File: src/rtl/spi_slave_sync.sv
// SPI slave, oversampled into clk: all four modes, MSB/LSB first,
// width BitWidth, valid/ready TX and RX streams, error pulses.
// Ports: clk/rst/clk_en; tx_data/tx_valid/tx_ready; rx_data/rx_valid/
// rx_ready; tx_underrun/rx_overrun/frame_abort; busy; sclk/mosi/miso/ss.
module spi_slave_sync #(
  parameter int BitWidth    = 8,
  parameter int MODE        = 0,
  parameter int LSB_FIRST   = 0,
  parameter int SYNC_STAGES = 2
) (
  input  logic                clk,
  input  logic                rst,
  input  logic                clk_en,
  input  logic [BitWidth-1:0] tx_data,
  input  logic                tx_valid,
  output logic                tx_ready,
  output logic [BitWidth-1:0] rx_data,
  output logic                rx_valid,
  input  logic                rx_ready,
  output logic                tx_underrun,
  output logic                rx_overrun,
  output logic                frame_abort,
  output logic                busy,
  input  logic                sclk,
  input  logic                mosi,
  output logic                miso,
  input  logic                ss
);
  localparam logic CPOL = (MODE & 2) != 0;
  localparam logic CPHA = (MODE & 1) != 0;
  localparam int   CW   = $clog2(BitWidth);
  localparam logic [CW-1:0] LAST = CW'(BitWidth - 1);

  typedef enum logic {IDLE, ACTIVE} state_t;
  state_t state_q, state_d;

  logic [SYNC_STAGES-1:0] sclk_q, sclk_d;
  logic [SYNC_STAGES-1:0] ss_q, ss_d;
  logic [SYNC_STAGES-1:0] mosi_q, mosi_d;
  logic                   sclk_h_q, ss_h_q;
  logic [BitWidth-1:0]    hold_q, hold_d;
  logic                   full_q, full_d;
  logic [BitWidth-1:0]    txs_q, txs_d;
  logic [BitWidth-1:0]    rxs_q, rxs_d;
  logic [CW-1:0]          cnt_q, cnt_d;
  logic [BitWidth-1:0]    rxd_q, rxd_d;
  logic                   rxv_q, rxv_d;
  logic                   und_q, und_d;
  logic                   ovr_q, ovr_d;
  logic                   abt_q, abt_d;

  logic sclk_s, ss_s, mosi_s;
  logic lead, trail, samp, shft;
  logic ss_fall, ss_rise, act, load;
  logic [BitWidth-1:0] rx_w;

  assign sclk_s  = sclk_q[SYNC_STAGES-1];
  assign ss_s    = ss_q[SYNC_STAGES-1];
  assign mosi_s  = mosi_q[SYNC_STAGES-1];
  assign lead    = (sclk_h_q == CPOL) && (sclk_s != CPOL);
  assign trail   = (sclk_h_q != CPOL) && (sclk_s == CPOL);
  assign samp    = CPHA ? trail : lead;
  assign shft    = CPHA ? lead : trail;
  assign ss_fall = ss_h_q && !ss_s;
  assign ss_rise = !ss_h_q && ss_s;
  assign act     = (state_q == ACTIVE) && !ss_s;
  // CPHA=0 also preloads on select so bit 0 is out before the first edge
  assign load    = (act && shft && cnt_q == '0) || (!CPHA && ss_fall);
  assign rx_w    = (LSB_FIRST != 0) ? {mosi_s, rxs_q[BitWidth-1:1]}
                                    : {rxs_q[BitWidth-2:0], mosi_s};

  always_comb begin
    state_d = state_q;
    unique case (state_q)
      IDLE:    if (ss_fall) state_d = ACTIVE;
      ACTIVE:  if (ss_rise) state_d = IDLE;
      default: state_d = IDLE;
    endcase
  end

  always_comb begin
    sclk_d = {sclk_q[SYNC_STAGES-2:0], sclk};
    ss_d   = {ss_q[SYNC_STAGES-2:0], ss};
    mosi_d = {mosi_q[SYNC_STAGES-2:0], mosi};
    hold_d = hold_q;
    full_d = full_q;
    txs_d  = txs_q;
    rxs_d  = rxs_q;
    cnt_d  = cnt_q;
    rxd_d  = rxd_q;
    rxv_d  = rxv_q;
    und_d  = 1'b0;
    ovr_d  = 1'b0;
    abt_d  = 1'b0;
    if (tx_valid && !full_q) begin
      hold_d = tx_data;
      full_d = 1'b1;
    end
    if (rxv_q && rx_ready) rxv_d = 1'b0;
    if (ss_rise) begin
      cnt_d = '0;
      txs_d = '0;
      rxs_d = '0;
      abt_d = (cnt_q != '0);
    end else begin
      if (load) begin
        if (full_q) begin
          txs_d  = hold_q;
          full_d = 1'b0;
        end else begin
          txs_d = '0;
          und_d = 1'b1;
        end
      end else if (act && shft) begin
        txs_d = (LSB_FIRST != 0) ? (txs_q >> 1) : (txs_q << 1);
      end
      if (act && samp) begin
        rxs_d = rx_w;
        cnt_d = (cnt_q == LAST) ? '0 : cnt_q + 1'b1;
        if (cnt_q == LAST) begin
          // a same-cycle consume frees the slot for the new word
          if (!rxv_q || rx_ready) begin
            rxd_d = rx_w;
            rxv_d = 1'b1;
          end else begin
            ovr_d = 1'b1;
          end
        end
      end
    end
  end

  always_ff @(posedge clk) begin
    if (rst) begin
      state_q  <= IDLE;
      sclk_q   <= {SYNC_STAGES{CPOL}};
      ss_q     <= '1;
      mosi_q   <= '0;
      sclk_h_q <= CPOL;
      ss_h_q   <= 1'b1;
      hold_q   <= '0;
      full_q   <= 1'b0;
      txs_q    <= '0;
      rxs_q    <= '0;
      cnt_q    <= '0;
      rxd_q    <= '0;
      rxv_q    <= 1'b0;
      und_q    <= 1'b0;
      ovr_q    <= 1'b0;
      abt_q    <= 1'b0;
    end else if (clk_en) begin
      state_q  <= state_d;
      sclk_q   <= sclk_d;
      ss_q     <= ss_d;
      mosi_q   <= mosi_d;
      sclk_h_q <= sclk_s;
      ss_h_q   <= ss_s;
      hold_q   <= hold_d;
      full_q   <= full_d;
      txs_q    <= txs_d;
      rxs_q    <= rxs_d;
      cnt_q    <= cnt_d;
      rxd_q    <= rxd_d;
      rxv_q    <= rxv_d;
      und_q    <= und_d;
      ovr_q    <= ovr_d;
      abt_q    <= abt_d;
    end
  end

  assign tx_ready    = !full_q;
  assign rx_data     = rxd_q;
  assign rx_valid    = rxv_q;
  assign tx_underrun = und_q;
  assign rx_overrun  = ovr_q;
  assign frame_abort = abt_q;
  assign busy        = !ss_s;
  assign miso        = !ss_s &&
    ((LSB_FIRST != 0) ? txs_q[0] : txs_q[BitWidth-1]);
endmodule
File: config.mk
export PLATFORM = sky130hd
export DESIGN_NAME = spi_slave_sync
export DESIGN_NICKNAME = d
export VERILOG_FILES = /design/src/rtl/spi_slave_sync.sv
export SDC_FILE = /design/constraint.sdc
export NUM_CORES = 1
export LEC_CHECK = 0
export CAP_MARGIN = 25
export CORE_MARGIN = 5
export CORE_UTILIZATION = 55
export DETAILED_ROUTE_END_ITERATION = 6
export DONT_BUFFER_PORTS = 1
export PLACE_DENSITY = 0.69
export SLEW_MARGIN = 15
export SYNTH_ARGS = -nofsm -noshare
export SYNTH_HDL_FRONTEND = slang
export SYNTH_SLANG_ARGS = --single-unit
File: constraint.sdc
create_clock -name clk -period 3.1 [get_ports clk]
set_input_delay 0.155 -clock clk [delete_from_list [all_inputs] [get_ports clk]]
set_output_delay 0.155 -clock clk [all_outputs]
set_load 0.02 [all_outputs]
Word-level counts from Yosys, hierarchy flattened
Cells that the tools add are included.
{"block": "word_totals", "output_inout_bits": 15, "elab_cells": 76, "regBits": 48, "input_bits": 16}
{"block": "op_classes", "n_eq_ne": 1, "add_sub_neg": 1, "n_reduce_logical": 25, "muxes": 29, "bitwise": 4}
{"op": "$mux 8", "count": 4}
{"op": "$mux 1", "count": 19}
{"op": "$mux 7", "count": 2}
{"op": "$logic_and 1x1->1", "count": 11}
{"op": "$mux 3", "count": 3}
{"op": "$reduce_and 2->1", "count": 3}
{"op": "$reduce_bool 3->1", "count": 2}
{"op": "$reduce_and 5->1", "count": 1}
{"op": "$logic_not 1->1", "count": 4}
{"op": "$not 1->1", "count": 4}
{"op": "$add 3x1->3 const B", "count": 1}
{"op": "$eq 3x3->1 const B", "count": 1}
{"op": "$logic_not 3->1", "count": 1}
{"op": "$logic_or 1x1->1", "count": 2}
{"op": "$pmux 1 s2", "count": 1}
{"op": "$reduce_bool 2->1", "count": 1}

Depth between registers and ports, before layout
Gate-level depths: netlist of run 1.
{"block": "logic_depth", "depth_word": 7, "depth_mapped": 6}

Worst setup path before layout of run 1
No wires, ideal clock.
{"block": "synth_timing", "kind": "register to register", "startpoint": "reg cnt_q[0]", "endpoint": "reg rxd_q[0], in the netlist rx_data[0]", "required_time_ns": 2.983, "arrival_time_ns": 1.648, "stages_incl_launch_ff": 7, "slack_ns": 1.334, "n_path_buf": 0, "setup_time_ns": 0.117, "cell_sequence": "dfxtp_1 > ha_1 > ha_1 > or2b_1 > nor4_4 > mux2i_1 > nor2_1"}
{"block": "synth_between", "elab_chain_cells": 2}
{"element": "start, declared", "line": "45", "source": "logic [CW-1:0] cnt_q, cnt_d;"}
{"element": "start signal, assigned", "line": "162", "source": "cnt_q <= cnt_d;"}
{"element": "$eq 3x3->1", "line": "120", "source": "if (cnt_q == LAST) begin"}
{"element": "$reduce_and 5->1 (no line)"}
{"element": "end signal, assigned", "line": "163", "source": "rxd_q <= rxd_d;"}
{"element": "end, declared", "line": "46", "source": "logic [BitWidth-1:0] rxd_q, rxd_d;"}
Every way passes these cells.
A chain may end at the register's enable or synchronous reset.

Worst setup path after layout of run 1
Same ends and word-level chain as after synthesis.

==> results.ini, run 1 <==
[detailed_routing]
ant_nets = 0
drt-total-wl_um = 4260
routed.top_layer = met4
via_per_inst = 5.69
drt_iter0_markers = 102
via_count = 1559
met3_length_um = 221
wl_met2_um = 2200
first_pass_iters = 4
post-route-drc-count = 0
wl_per_cell_um = 15.6
wl_met1_um = 1780

[die]
fp.coreArea_mm2 = 0.00358
rows = 22
pin_count = 31
start_util = 0.559
die_height_um = 70.3
fp.dieW_um = 70.3
die-area_mm2 = 0.00494

[synth]
synth_area_mm2 = 0.00200
ys_types = 38
synth_ff_type = dfxtp_1
synth.area.top_cells = dfxtp_1, mux2i_1, nand2_1, a21oi_1, nor2_1
synth.top_cell.area_share = 0.481
synth_seq_cells = 48
yosys_warnings = 0
yosysTopAreaCell = dfxtp_1
synthesis.nets = 235
synth_edf_count = 0
yosysSeqAreaShare = 0.481
synth.avg_cell_area_um2 = 9.26
async_flop_share = 0
synth_cells = 216

[power_and_ir_drop]
leakagePower_nw = 0.823
ir_worst_vdd_mv = 0.264
p_per_area_mw_per_mm2 = 448

[global_routing]
grt_pass1_vias = 1591
grt_max_degree = 39
grt_pass1_wl_um = 7280
grt.overflow.total = 0
grt_usage = 0.180
antenna_found_initial = 0

[placement]
gp_congestion = 0.875
portBuffers = 0
dp_slack_ns = 1.06
hpwlAfterDp_um = 2840

[critical_path]
cp_data_arrival_time_ns = 2.32
end_kind = flop
rr_startpoint = cnt_q[0]
crit_type = reg2reg
crit_fanout = 8
crit_start = cnt_q[0]
required_ns = 3.36
start_kind = flop
reg2regPathDepth = 6

[timing]
slew_headroom = 0.510
finalHoldWorstSlack_ns = 0.0670
period_share = 0.665
rsz0062_at_grt = no
tightest_slew_ns = 0.728
worst_slack_ns = 1.04
slew_viol_final = 0
finalHoldViolations = 0
setup_viol = 0
max_freq_mhz = 485
setup_tns_ns = 0
skew_ns = 0.00849
finalCriticalPeriod_ns = 2.06

[hold_path]
min_from = rst
hold_path_depth = 2
min_path_type = in2reg

[finish]
drive_above_1_share = 0.0752
syn_to_final_growth_pct = 9.45
num_antenna_cells = 0
final_nets = 245
final_common_cell = dfxtp_1
most-common-layout-cells = dfxtp_1, nand2_1, nor2_1, a21oi_1, mux2i_1

[clock_network]
insertion_delay_ns = 0.35
ctsLongestPathBuffers = 2
cts_setup_buffers = 0
root_buffer = clkbuf_4
clkSlewWorstSetupHoldPaths_ns = 0.13
cts_tree = done
htree_num_levels = 2
cts_buffers = 5
cts_num_sinks = 48

[outcome]
status = complete, no violations

[flow_run]
drv_cap = 0

-- cell type report --
type                            instances  area, um^2
Clock buffer                            5        37.5
Fill cell                             320        1390
Tap cell                               48        60.1
Clock inverter                          2        12.5
Multi-Input combinational cell        150         937
Sequential cell                        48         961
Timing Repair Buffer                   15         158
Inverter                                6        22.5
-- power breakdown --
part	leakage (nW)	switching [mW]	internal, mW
clock	0.0271	0.184	0.0830
combinational	0.407	0.0409	0.0319
sequential	0.389	0.0118	0.629
-- sequential cells by signal, summed over array words and instances (netlist names) --
name         count
hold_q           8
rx_data          8
txs_q            8
rxs_q            7
cnt_q            3
mosi_q           2
sclk_q           2
ss_q             2
frame_abort      1
full_q           1
rx_overrun       1
rx_valid         1
sclk_h_q         1
ss_h_q           1
state_q          1
tx_underrun      1
-- final timing paths --
kind / to / slack (ns)
max: rx_data[0] / 1.04
min: hold_q[4] / 0.07
max reg2reg: rx_data[0] / 1.04
min reg2reg: hold_q[6] / 0.47
-- layer usage --
layer,up-vias,global-route usage
met1,736,0.210
met2,39,0.302
met5,-,0
met3,6,0.0532
met4,0,0.0830
li1,778,-
-- cell usage after synthesis (all sizes together) (2+ instances only) --
library cell,n
nor4,2
nor2,21
clkbuf,8
or3,2
a21oi,21
nor2b,2
ha,3
nand2,35
buf,4
a31o,2
o211ai,2
inv,6
and3,6
nor3,3
nand3,10
mux2i,16
and4,2
and2b,3
dfxtp,48
a221o,7
-- worst max-delay path, stage by stage (launching register included) --
cell and delay [ns]:
dfxtp_1 0.40, ha_1 0.18, ha_1 0.20, or2b_1 0.28, nor4_4 0.56, mux2i_1 0.29, nor2_1 0.06
-- kinds of logic after synthesis --
| family | Yosys count | share of synthesized area |
|---|---|---|
| mux | 16 | 0.0801 |
| flops | 48 | 0.481 |
| fa+ha+maj | 3 | 0.0188 |
| buf+inv | 18 | 0.0507 |
| simple gates | 92 | 0.238 |
| compound gates | 39 | 0.131 |
-- repair_timing --
| action | CTS | global route |
|---|---|---|
| hold buffers | 14 | 0 |
| hold endpoints to repair | 40 | 0 |
| gates resized for setup | 0 | 0 |
| endpoints found under the setup margin | 0 | 0 |
-- metrics by stage --
stage / instance area [um^2] / total power, mW / utilization / std cells
floorplan: 2000 / 0.704 / - / 216
global placement: 1990 / 0.697 / 0.556 / 253
detailed placement: 1990 / 0.700 / 0.556 / 253
CTS: 2190 / 0.990 / 0.612 / 274
global route: 2190 / 1.02 / 0.612 / 274
finish: 2190 / 0.981 / 0.612 / 274
No activity file was read; power rests on OpenSTA's default activity.
==> run 2: changes to the inputs <==
==> constraint.sdc (replaced) <==
create_clock -name clk -period 2.03 [get_ports clk]
set_input_delay 0.1015 -clock clk [delete_from_list [all_inputs] [get_ports clk]]
set_output_delay 0.1015 -clock clk [all_outputs]
set_load 0.02 [all_outputs]
==> results.ini, run 2 (synthesis results as in run 1) <==
[global_routing]
grtUsageMet2 = 0.312
antenna_found_initial = 0
grt_max_degree = 39
grt_pass1_vias = 1622
met3_usage = 0.0676
grt_pass1_wl_um = 7490
grt_usage = 0.187
grtUsageMet1 = 0.210
grt.overflow.total = 0
grt-busiest-layer = met2

[power_and_ir_drop]
p_sw_frac = 0.248
p_int_mw = 1.15
ir_worst_vdd_mv = 0.418
p_per_area_mw_per_mm2 = 672
p_switching_uw = 380
totalPowerFinal_mw = 1.53
pwr-share-clk = 0.281
leakagePower_nw = 0.886
pwr-share-seq = 0.640
pwr-share-comb = 0.079

[die]
start_util = 0.559
die-area_mm2 = 0.00494
die_height_um = 70.3
fp.coreArea_mm2 = 0.00358
rows = 22
pin_count = 31
fp.dieW_um = 70.3

[finish]
num_antenna_cells = 0
finalNonFillerCells = 284
fillers = 304
final_nets = 254
register_area_um2 = 961
most-common-layout-cells = dfxtp_1, nand2_1, nor2_1, a21oi_1, dlygate4sd3_1
multi_input_comb_area_um2 = 937
final_common_cell = dfxtp_1
syn_to_final_growth_pct = 13.9
drive_above_1_share = 0.0890

[timing]
max_freq_mhz = 558
finalHoldViolations = 0
slew_viol_final = 0
slew_headroom = 0.609
setup_tns_ns = 0
tightest_slew_ns = 0.584
skew_ns = 0.0179
period_share = 0.883
rsz0062_at_grt = no
setup_viol = 0
finalHoldWorstSlack_ns = 0.0318
finalCriticalPeriod_ns = 1.79

[clock_network]
cts_resized = 0
cts_setup_buffers = 0
insertion_delay_ns = 0.37
cts_tree = done
cts_hold_buf = 19
ctsLongestPathBuffers = 2
cts_num_sinks = 48
root_buffer = clkbuf_4
htree_num_levels = 2
cts_buffers = 5
clkSlewWorstSetupHoldPaths_ns = 0.13

[critical_path]
cpPeakStageDelay_ns = 0.44
regToRegSetupSlack_ns = 0.24
crit_type = reg2reg
cp_data_arrival_time_ns = 2.10
start_kind = flop
crit_fanout = 7
path_cells = inv_1 > ha_1 > nor2b_1 > a21oi_1 > nor4b_4 > a221o_1
end_kind = flop
required_ns = 2.33
cp_slowest_cell = nor4b_4

[detailed_routing]
wl_per_cell_um = 15.1
drt-total-wl_um = 4290
via_per_inst = 5.66
ant_nets = 0
drt_iter0_markers = 144
first_pass_iters = 4
post-route-drc-count = 0
via_count = 1608

[flow_run]
drv_cap = 0

[placement]
gp_congestion = 0.866
portBuffers = 0
hpwlAfterDp_um = 2830
placed_cells = 256

[outcome]
status = complete, no violations

[hold_path]
min_path_type = in2reg

-- run 2: cell count changes in the layout (fill, tap and decap cells not counted), sizes merged --
| cell | previous run | this run |
|---|---|---|
| buf | 2 | 5 |
| clkinv | 1 | 3 |
| clkinvlp | 1 | 0 |
| dlygate4sd3 | 13 | 19 |
-- run 2: layout make-up --
| type | instances | share of cell area |
|---|---|---|
| Clock buffer | 5 | 0.0165 |
| Clock inverter | 3 | 0.00824 |
| Inverter | 6 | 0.00989 |
| Multi-Input combinational cell | 150 | 0.412 |
| Sequential cell | 48 | 0.422 |
| Tap cell | 48 | 0.0264 |
| Timing Repair Buffer | 24 | 0.105 |
-- run 2: per-stage QoR --
| stage | util | cell area [um^2] | setup slack, ns |
|---|---|---|---|
| final | 0.636 | 2280 | 0.237 |
| after floorplan | - | 2000 | 0.264 |
| after global placement | 0.562 | 2010 | 0.373 |
| after CTS | 0.634 | 2270 | 0.216 |
| after global routing | 0.636 | 2280 | 0.0482 |
| after detailed placement | 0.562 | 2010 | 0.260 |
-- run 2: worst paths after layout --
path,cells after the start,start,to
worst max register to register,6,cnt_q[0],txs_q[2]
worst min-delay path,3,clk_en,state_q
worst min register to register,2,rxs_q[2],rxs_q[3]
worst max-delay path,6,cnt_q[0],txs_q[2]
-- run 2: worst max-delay path, delay by kind of cell, from the launching register on --
| family | cells | cell delay [ns] |
|---|---|---|
| and+or+nand+nor | 2 | 0.76 |
| DFF | 1 | 0.36 |
| adders and majority gates | 1 | 0.14 |
| buffers and inverters | 1 | 0.07 |
| AOI/OAI and AO/OA | 2 | 0.42 |
-- run 2: layer usage --
layer / vias to the layer above / routed length, um
met4: 0 / 182
met3: 21 / 221
li1: 790 / -
met2: 37 / 2110
met5: - / 0
met1: 760 / 1780
-- run 2: power groups by stage --
stage	sequential (mW)	clock, mW	combinational, mW
2_1_floorplan	0.991	0	0.0849
3_3_place_gp	0.999	0	0.0681
3_5_place_dp	1.00	0	0.0713
4_1_cts	0.978	0.443	0.118
5_1_grt	0.983	0.490	0.134
6_report	0.979	0.430	0.121
